File: config.mk
export PLATFORM = sky130hd
export DESIGN_NAME = text_line_renderer
export DESIGN_NICKNAME = d
export VERILOG_FILES = /design/src/rtl/text_line_renderer.sv
export SDC_FILE = /design/constraint.sdc
export NUM_CORES = 2
export LEC_CHECK = 0
export CAP_MARGIN = 40
export CORE_MARGIN = 2
export CORE_UTILIZATION = 50
export CTS_CLUSTER_SIZE = 12
export DETAILED_ROUTE_END_ITERATION = 16
export PLACE_DENSITY = 0.73
export SETUP_SLACK_MARGIN = 0.2
export SYNTH_ARGS = -nofsm -noshare
export SYNTH_HDL_FRONTEND = slang
export SYNTH_SLANG_ARGS = --single-unit
File: constraint.sdc
create_clock -name CLK -period 5.1 [get_ports CLK]
set_input_delay 0.51 -clock CLK [delete_from_list [all_inputs] [get_ports CLK]]
set_output_delay 0.51 -clock CLK [all_outputs]
set_load 0.05 [all_outputs]
File: src/rtl/text_line_renderer.sv
// text_line_renderer: double-buffered scanline fetch. It fetches text RAM and font ROM data into a back
// line buffer while the front buffer drives the pixel output.
module text_line_renderer #(
    parameter int COLS   = 80,
    parameter int ROWS   = 30,
    parameter int ADDR_W = 12
) (
    input  logic              CLK,
    input  logic              RESET,
    input  logic              LINE_START,
    input  logic [9:0]        ROW_NUM,
    input  logic [9:0]        PIXEL_CNTR,
    output logic [ADDR_W-1:0] TXT_ADDR,
    output logic              TXT_EN,
    input  logic [7:0]        TXT_DATA,
    output logic [7:0]        FONT_CHAR,
    output logic [3:0]        FONT_ROW,
    input  logic [7:0]        FONT_DATA,
    output logic              PIXEL_OUT,
    output logic              BUSY,
    output logic              DONE,
    output logic              OVERRUN
);
    localparam int LINE_W = COLS * 8;
    localparam int CW     = $clog2(COLS);
    typedef enum logic [1:0] {IDLE, FETCH, DRAIN} state_t;
    state_t                 state_q, state_d;
    logic [1:0][LINE_W-1:0] line_buf;
    logic                   front_sel;
    logic [9:0]             row_q;
    logic [CW-1:0]          col_q, c1, c2;
    logic                   v1, v2, z1, z2;
    logic                   fin, issue, blank, wr_en;
    logic [7:0]             wr_byte;
    logic [ADDR_W-1:0]      addr_d;

    always_comb begin
        fin     = state_q == DRAIN && v2 && c2 == CW'(COLS - 1);
        issue   = state_q == FETCH && !LINE_START;
        blank   = row_q >= 10'(ROWS * 16);
        // a restart discards the in-flight column unless it is the line-completing write
        wr_en   = v2 && (!LINE_START || fin);
        addr_d  = ADDR_W'(row_q[9:4]) * ADDR_W'(COLS) + ADDR_W'(col_q);
        wr_byte = '0;
        for (int i = 0; i < 8; i++) wr_byte[i] = z2 ? 1'b0 : FONT_DATA[7 - i];
        state_d = LINE_START ? FETCH :
                  fin ? IDLE :
                  (state_q == FETCH && col_q == CW'(COLS - 1)) ? DRAIN : state_q;
    end

    always_ff @(posedge CLK or negedge RESET) begin
        if (!RESET) state_q <= IDLE;
        else        state_q <= state_d;
    end

    always_ff @(posedge CLK or negedge RESET) begin
        if (!RESET) begin
            line_buf  <= '0;
            front_sel <= 1'b0;
            row_q     <= '0;
            col_q     <= '0;
            c1        <= '0;
            c2        <= '0;
            v1        <= 1'b0;
            v2        <= 1'b0;
            z1        <= 1'b0;
            z2        <= 1'b0;
            TXT_ADDR  <= '0;
            TXT_EN    <= 1'b0;
            FONT_CHAR <= '0;
            FONT_ROW  <= '0;
            PIXEL_OUT <= 1'b0;
            BUSY      <= 1'b0;
            DONE      <= 1'b0;
            OVERRUN   <= 1'b0;
        end else begin
            if (LINE_START) begin
                front_sel <= ~front_sel;
                row_q     <= ROW_NUM;
                col_q     <= '0;
                OVERRUN   <= OVERRUN | (BUSY && !fin);
            end else if (issue) begin
                col_q <= col_q + 1'b1;
            end
            BUSY   <= LINE_START ? 1'b1 : fin ? 1'b0 : BUSY;
            DONE   <= fin;
            TXT_EN <= issue && !blank;
            if (issue && !blank) TXT_ADDR <= addr_d;
            v1 <= issue;
            z1 <= blank;
            c1 <= col_q;
            v2 <= v1 && !LINE_START;
            z2 <= z1;
            c2 <= c1;
            if (v1 && !z1) FONT_CHAR <= TXT_DATA;
            if (v1) FONT_ROW <= row_q[3:0];
            if (wr_en) line_buf[~front_sel][{c2, 3'b000} +: 8] <= wr_byte;
            PIXEL_OUT <= (PIXEL_CNTR < 10'(LINE_W)) ? line_buf[front_sel][PIXEL_CNTR] : 1'b0;
        end
    end
endmodule

# == After elaboration in Yosys (flattened, before gate mapping) ==
# Index checks and enable logic that the tools add are counted.
# word_totals
reg_bits,1347
inputBits,39
out_inout_bits,29
wordCells,79
# op_classes
addsub,3
multipliers,1
n_lt_le_gt_ge,6
eq_ne,4
shifts,2
mux,23
bitwise_logic,2
n_reduce_logical,18
# op_table
cell,count
two-way mux 640 bit,3
bitwise mux 1280 bit,1
demux 640 bit (select 1 bit),1
"variable shift 8 x 12 -> 640 bit, first input constant",1
indexed part select 8 x 12 -> 640 bit,1
"== test 7 bit, second input constant",2
two-way mux 7 bit,2
adder 12 x 7 -> 12 bit,1
two-way mux 1 bit,12
negator 10 -> 12 bit,1
"< comparator 10 x 11 -> 1 bit, second input constant",1
binary-select mux 1 bit (select 10 bit),1
"greater-or-equal comparator 10 x 9 -> 1 bit, second input constant",1
logical AND 1 bit,10
"< comparator 10 bit, second input constant",1
"multiplier 6 x 3 -> 8 bit, second input constant",1
"adder 7 x 1 -> 7 bit, second input constant",1
two-way mux 2 bit,3
zero test 1 bit,4
"< comparator 1 x 2 -> 1 bit, second input constant",2
nonzero test 2 bit,2
nonzero test 3 bit,1
"== test 2 x 1 -> 1 bit, second input constant",1
"== test 2 bit, second input constant",1
4 further kinds,4

# == Depth between registers and ports, before layout ==
# logic_depth
depth_word,6
mapped_depth,14
depth_no_buf,10

# == Least setup slack after synthesis ==
# OpenSTA, ideal clock, no wires.
# synth_path
path_type,register -> register
start,reg c2[0]
end,reg line_buf[664] (netlist name)
setup_ns,0.125
arrival_ns,2.978
required_ns,4.975
path_slack_ns,1.998
stages_incl_launch_ff,13
path_buffers,3
period_less_slack_ns,3.102
path_cell_list,dfrtp_1 > buf_2 > inv_1 > ha_1 > buf_2 > or2_0 > a21oi_1 > a21oi_1 > o21ai_2 > buf_2 > nand3_1 > nor2_2 > mux2_2
# synth_via
elab_chain_len,5
word_cells_on_any_way,10
cone_classes,add/sub: 1; eq/ne: 1; shift: 2; mux: 3; reduce/logical: 3
# synth_lines
element,line,source
from (decl),31,"logic [CW-1:0] col_q, c1, c2;"
negator 10 -> 12 bit,97,"if (wr_en) line_buf[~front_sel][{c2, 3'b000} +: 8] <= wr_byte;"
variable shift 8 x 12 -> 640 bit,97,
two-way mux 640 bit (not written as such),97,
demux 640 bit (select 1 bit),97,
bitwise mux 1280 bit,97,
"to (signal, indexed assignment)",97,
to (decl),28,logic [1:0][LINE_W-1:0] line_buf;
# Several ways; a longest one is shown, not always the timed one.
# A chain may end at the register's enable or synchronous reset.

# == Worst setup path after layout ==
# layout_path
start,reg c2[0]
end,reg line_buf[630] (netlist name)
# The elaborated chain is that of the path after synthesis.

==> metrics.log <==
[metrics] initial standard-cell utilization of the core: 50.2%
[metrics] routed wirelength normalized by instance count: 28.0 µm
[metrics] most common cell in the synthesized netlist: sky130_fd_sc_hd__dfrtp_1
[metrics] TritonCTS clock tree: yes
[metrics] RD Place Congestion: between 0.9 and 1
[metrics] Buffers & Inverters on Critical Path: 2
[metrics] area of the die: approximately 130000 µm²
[metrics] Cells after Synth: 4575
[metrics] die height: 361 µm
[metrics] minimum period implied by the final worst setup slack: a little under 4 ns
[metrics] cell-by-cell trace of the critical path: buf_4 > ha_1 > nand3_1 > or4_4 > a21boi_2 > nand2_1 > nor3_4 > buf_4 > nand4_1 > nand2_1 > o21ai_0
[metrics] wire length of the first global-routing pass: around 270000 µm
[metrics] Total Negative Setup Slacks: 0 ns
[metrics] post-detailed-route DRC marker count: 0
[metrics] Yosys warnings: 0
[metrics] hold violation total from the final report: 0
[metrics] Clock Skews: 0.0177 ns
[metrics] overall power: 24.7 mW
[metrics] slew at the pin with the worst max-slew slack: 1.06 ns
[metrics] antenna viol nets, final: 0
[metrics] worst ir drop on vdd: 0.345 mV
[metrics] result of the run: complete, no violations
[metrics] Post-Synthesis Cell Area: 63800 µm²
[metrics] number of fillers in the final layout: 10.0k
[metrics] standby leakage power: 33.5 nW
[metrics] dominant cells by area after synthesis: sky130_fd_sc_hd__dfrtp_1 53%, sky130_fd_sc_hd__mux2_2 17%, sky130_fd_sc_hd__mux4_2 10%
[metrics] Setup CP Type: flop to flop
[metrics] post-synthesis cell type count: 82
[metrics] Syn Nets: about 4.6k
[metrics] number of synthesized flops with an enable pin: 0
[metrics] Syn Area/Cell: 13.9 µm²
[metrics] achievable frequency: 257 MHz
[metrics] leading area contributor after synthesis: sky130_fd_sc_hd__dfrtp_1
[metrics] Placement Rows: 131
[metrics] Detailed Place HPWL: ~120000 µm
[metrics] part of the cycle the worst path needs: 76.2%
[metrics] CP max-delay cell: sky130_fd_sc_hd__nand4_1
[metrics] I/O Buffers: 67
[metrics] sort of element at the start of the critical path: flop
[metrics] pwr dens: 347 nW/µm²
[metrics] endpoint class of the critical path: flop
[metrics] post-layout instance area: slightly above 70000 µm²
[metrics] level count of the clock H-tree: 4
[metrics] Levels on crit path: 11
[metrics] MaxCap Viol Count: 0
[metrics] Via-to-Cell Ratio: 6.39
[metrics] First-pass DRT Iterations: 6
[metrics] proportion of synthesized chip area in sequential cells: 52.9%
[metrics] root buffer cell: sky130_fd_sc_hd__clkbuf_16
[metrics] GRT Overall Usage: ~28%
[metrics] overflow left after global routing: 0
[metrics] delay of the slowest cell on the worst path: between 0.5 and 0.6 ns
[metrics] Final setup viols: 0
[metrics] fraction of registers with async set or reset after synthesis: 100%
[metrics] max_slew headroom: 29.5%
[metrics] worst hold slack across all endpoints: 0.344 ns
[metrics] number of ports placed on the die boundary: 68
[metrics] Post-DP Area: around 67000 µm²
[metrics] nets@finish: 4738
[metrics] initial antenna violation count: 8
[metrics] Primary FF master, synth: sky130_fd_sc_hd__dfrtp_1
[metrics] die width: 361 µm
[metrics] final wirelength: 180000 µm
[metrics] clock buffer depth: 3
[metrics] Core Box Area: 127000 µm²
[metrics] TritonCTS Sinks: 1347
[metrics] critical-path maximum fanout: 16
[metrics] area of all sequential standard cells: 33700 µm²
[metrics] TritonCTS buffer count: 142
[metrics] area used by multi-input combinational logic: 28800 µm²
[metrics] routed via count: 41.1k
[metrics] final design utilization: 56.2%
[metrics] synth-to-layout area growth: 11.9%
[metrics] family with the most delay on the worst path: simple AND/OR/NAND/NOR gates
[metrics] Skew-Pair Late Insertion Delay: slightly below 0.8 ns
[metrics] top cells by count, synth: 1347 x sky130_fd_sc_hd__dfrtp_1, 989 x sky130_fd_sc_hd__mux2_2, 335 x sky130_fd_sc_hd__nand2_1
[metrics] register bit total from synthesis: 1347
[metrics] data required time of the worst path: around 5.7 ns
[metrics] FF-to-FF path depth: 11
[metrics] number of violations reported at the end of detailed-routing iteration 0: between 3k and 4k
[metrics] maximum number of pins on one net before global-route repair: 187
[metrics] Max Slew Vio Count: 0
[metrics] fraction of final layout cells sized beyond drive strength 1: 37.9%
[metrics] number of global-route vias before repair: about 42k
[metrics] area share of the leading cell type in the synthesized netlist: 52.9%
[metrics] worst path arrival time: ~4.5 ns
[metrics] setup repair after global routing missed its margin: no
[metrics] Clock transition at path regs: 0.06 ns
[metrics] path type of the worst min-delay path: input pin to async pin
## through the flow
| step | instances | setup slack [ns] |
|---|---|---|
| after floorplan | 4575 | 2.00 |
| after global placement | 6187 | 0.994 |
| after detailed placement | 6198 | 1.10 |
| after CTS | 6430 | 1.31 |
| after global routing | 6430 | 1.10 |
| final | 6431 | 1.22 |
## sequential cells by signal, summed over array words and instances (netlist names)
| name | flops |
|---|---|
| c2 | 7 |
| line_buf | 1280 |
| v1 | 1 |
| FONT_CHAR | 8 |
| row_q | 10 |
| PIXEL_OUT | 1 |
| OVERRUN | 1 |
| FONT_ROW | 4 |
| BUSY | 1 |
| TXT_EN | 1 |
| front_sel | 1 |
| z1 | 1 |
| DONE | 1 |
| v2 | 1 |
| c1 | 7 |
| TXT_ADDR | 12 |
| col_q | 7 |
| z2 | 1 |
| state_q | 2 |
## power by group
group          switching (mW)  internal [mW]  total, mW
clock network            4.28           5.90       10.2
logic                    2.33           1.28       3.61
registers               0.126           10.8       10.9
## layer usage
| metal | routed length, µm | GRT usage, % |
|---|---|---|
| met5 | 55 | 0 |
| met4 | 8480 | 12.6 |
| met3 | 16600 | 6.56 |
| met2 | 81000 | 41.9 |
| met1 | 74000 | 38.8 |
## cells by family after synthesis
family,synth area share (%)
AOI/OAI and AO/OA,3.95
xor gates and xnor gates,0.288
adders and majority gates,0.377
buffers and inverters,2.17
DFF,52.9
muxes,32.5
and+or+nand+nor,7.89
## cell type report
cell class | instances | area share [%]
Multi-Input combinational cell | 2954 | 40.4
Timing Repair Buffer | 222 | 3.08
Clock buffer | 204 | 5.85
Inverter | 14 | 0.0754
Sequential cell | 1347 | 47.3
Clock inverter | 27 | 0.412
Antenna cell | 1 | 0.00351
Tap cell | 1662 | 2.92
## layout by cell type (no fill, tap or decap), drive strengths merged, types with 6 or more instances in the layout
cell / netlist / final
a211oi: 8 / 8
a21oi: 34 / 34
a221oi: 13 / 13
a22oi: 24 / 24
a311oi: 6 / 6
a31oi: 7 / 7
and2: 8 / 8
buf: 117 / 157
clkbuf: 143 / 204
clkdlybuf4s50: 0 / 62
clkinv: 1 / 18
dfrtp: 1347 / 1347
ha: 16 / 16
inv: 13 / 18
mux2: 1148 / 1148
mux2i: 143 / 143
mux4: 282 / 282
nand2: 340 / 340
nand2b: 33 / 33
nand3: 46 / 46
nand4: 10 / 10
nor2: 395 / 395
nor2b: 21 / 21
nor3: 56 / 56
nor4: 14 / 14
o2111ai: 6 / 6
o21ai: 174 / 174
o221ai: 35 / 35
o22ai: 29 / 29
o31ai: 19 / 19
o32ai: 8 / 8
or2: 7 / 7
xnor2: 11 / 11
xor2: 10 / 10
## timing repair
| item | CTS | global route |
|---|---|---|
| buffers inserted | 0 | 0 |
| hold buffers | 1 | 0 |
| endpoints found under the setup margin | 0 | 0 |
| hold endpoints to repair | 115 | 0 |
| gates resized for setup | 0 | 0 |
## final timing paths
check | to | from | slack, ns
setup / recovery | line_buf[630]$_DFFE_PN0P_ | c2[0]$_DFF_PN0_ | 1.22
hold / removal | line_buf[626]$_DFFE_PN0P_ | RESET | 0.34
setup reg to reg | line_buf[630]$_DFFE_PN0P_ | c2[0]$_DFF_PN0_ | 1.22
hold reg to reg | c2[6]$_DFF_PN0_ | c1[6]$_DFF_PN0_ | 0.35
max in group asynchronous | line_buf[1061]$_DFFE_PN0P_ | RESET | 3.13
min in group CLK | FONT_CHAR[3]$_DFFE_PN0P_ | TXT_DATA[3] | 0.35
No activity file was read; power rests on OpenSTA's default activity.
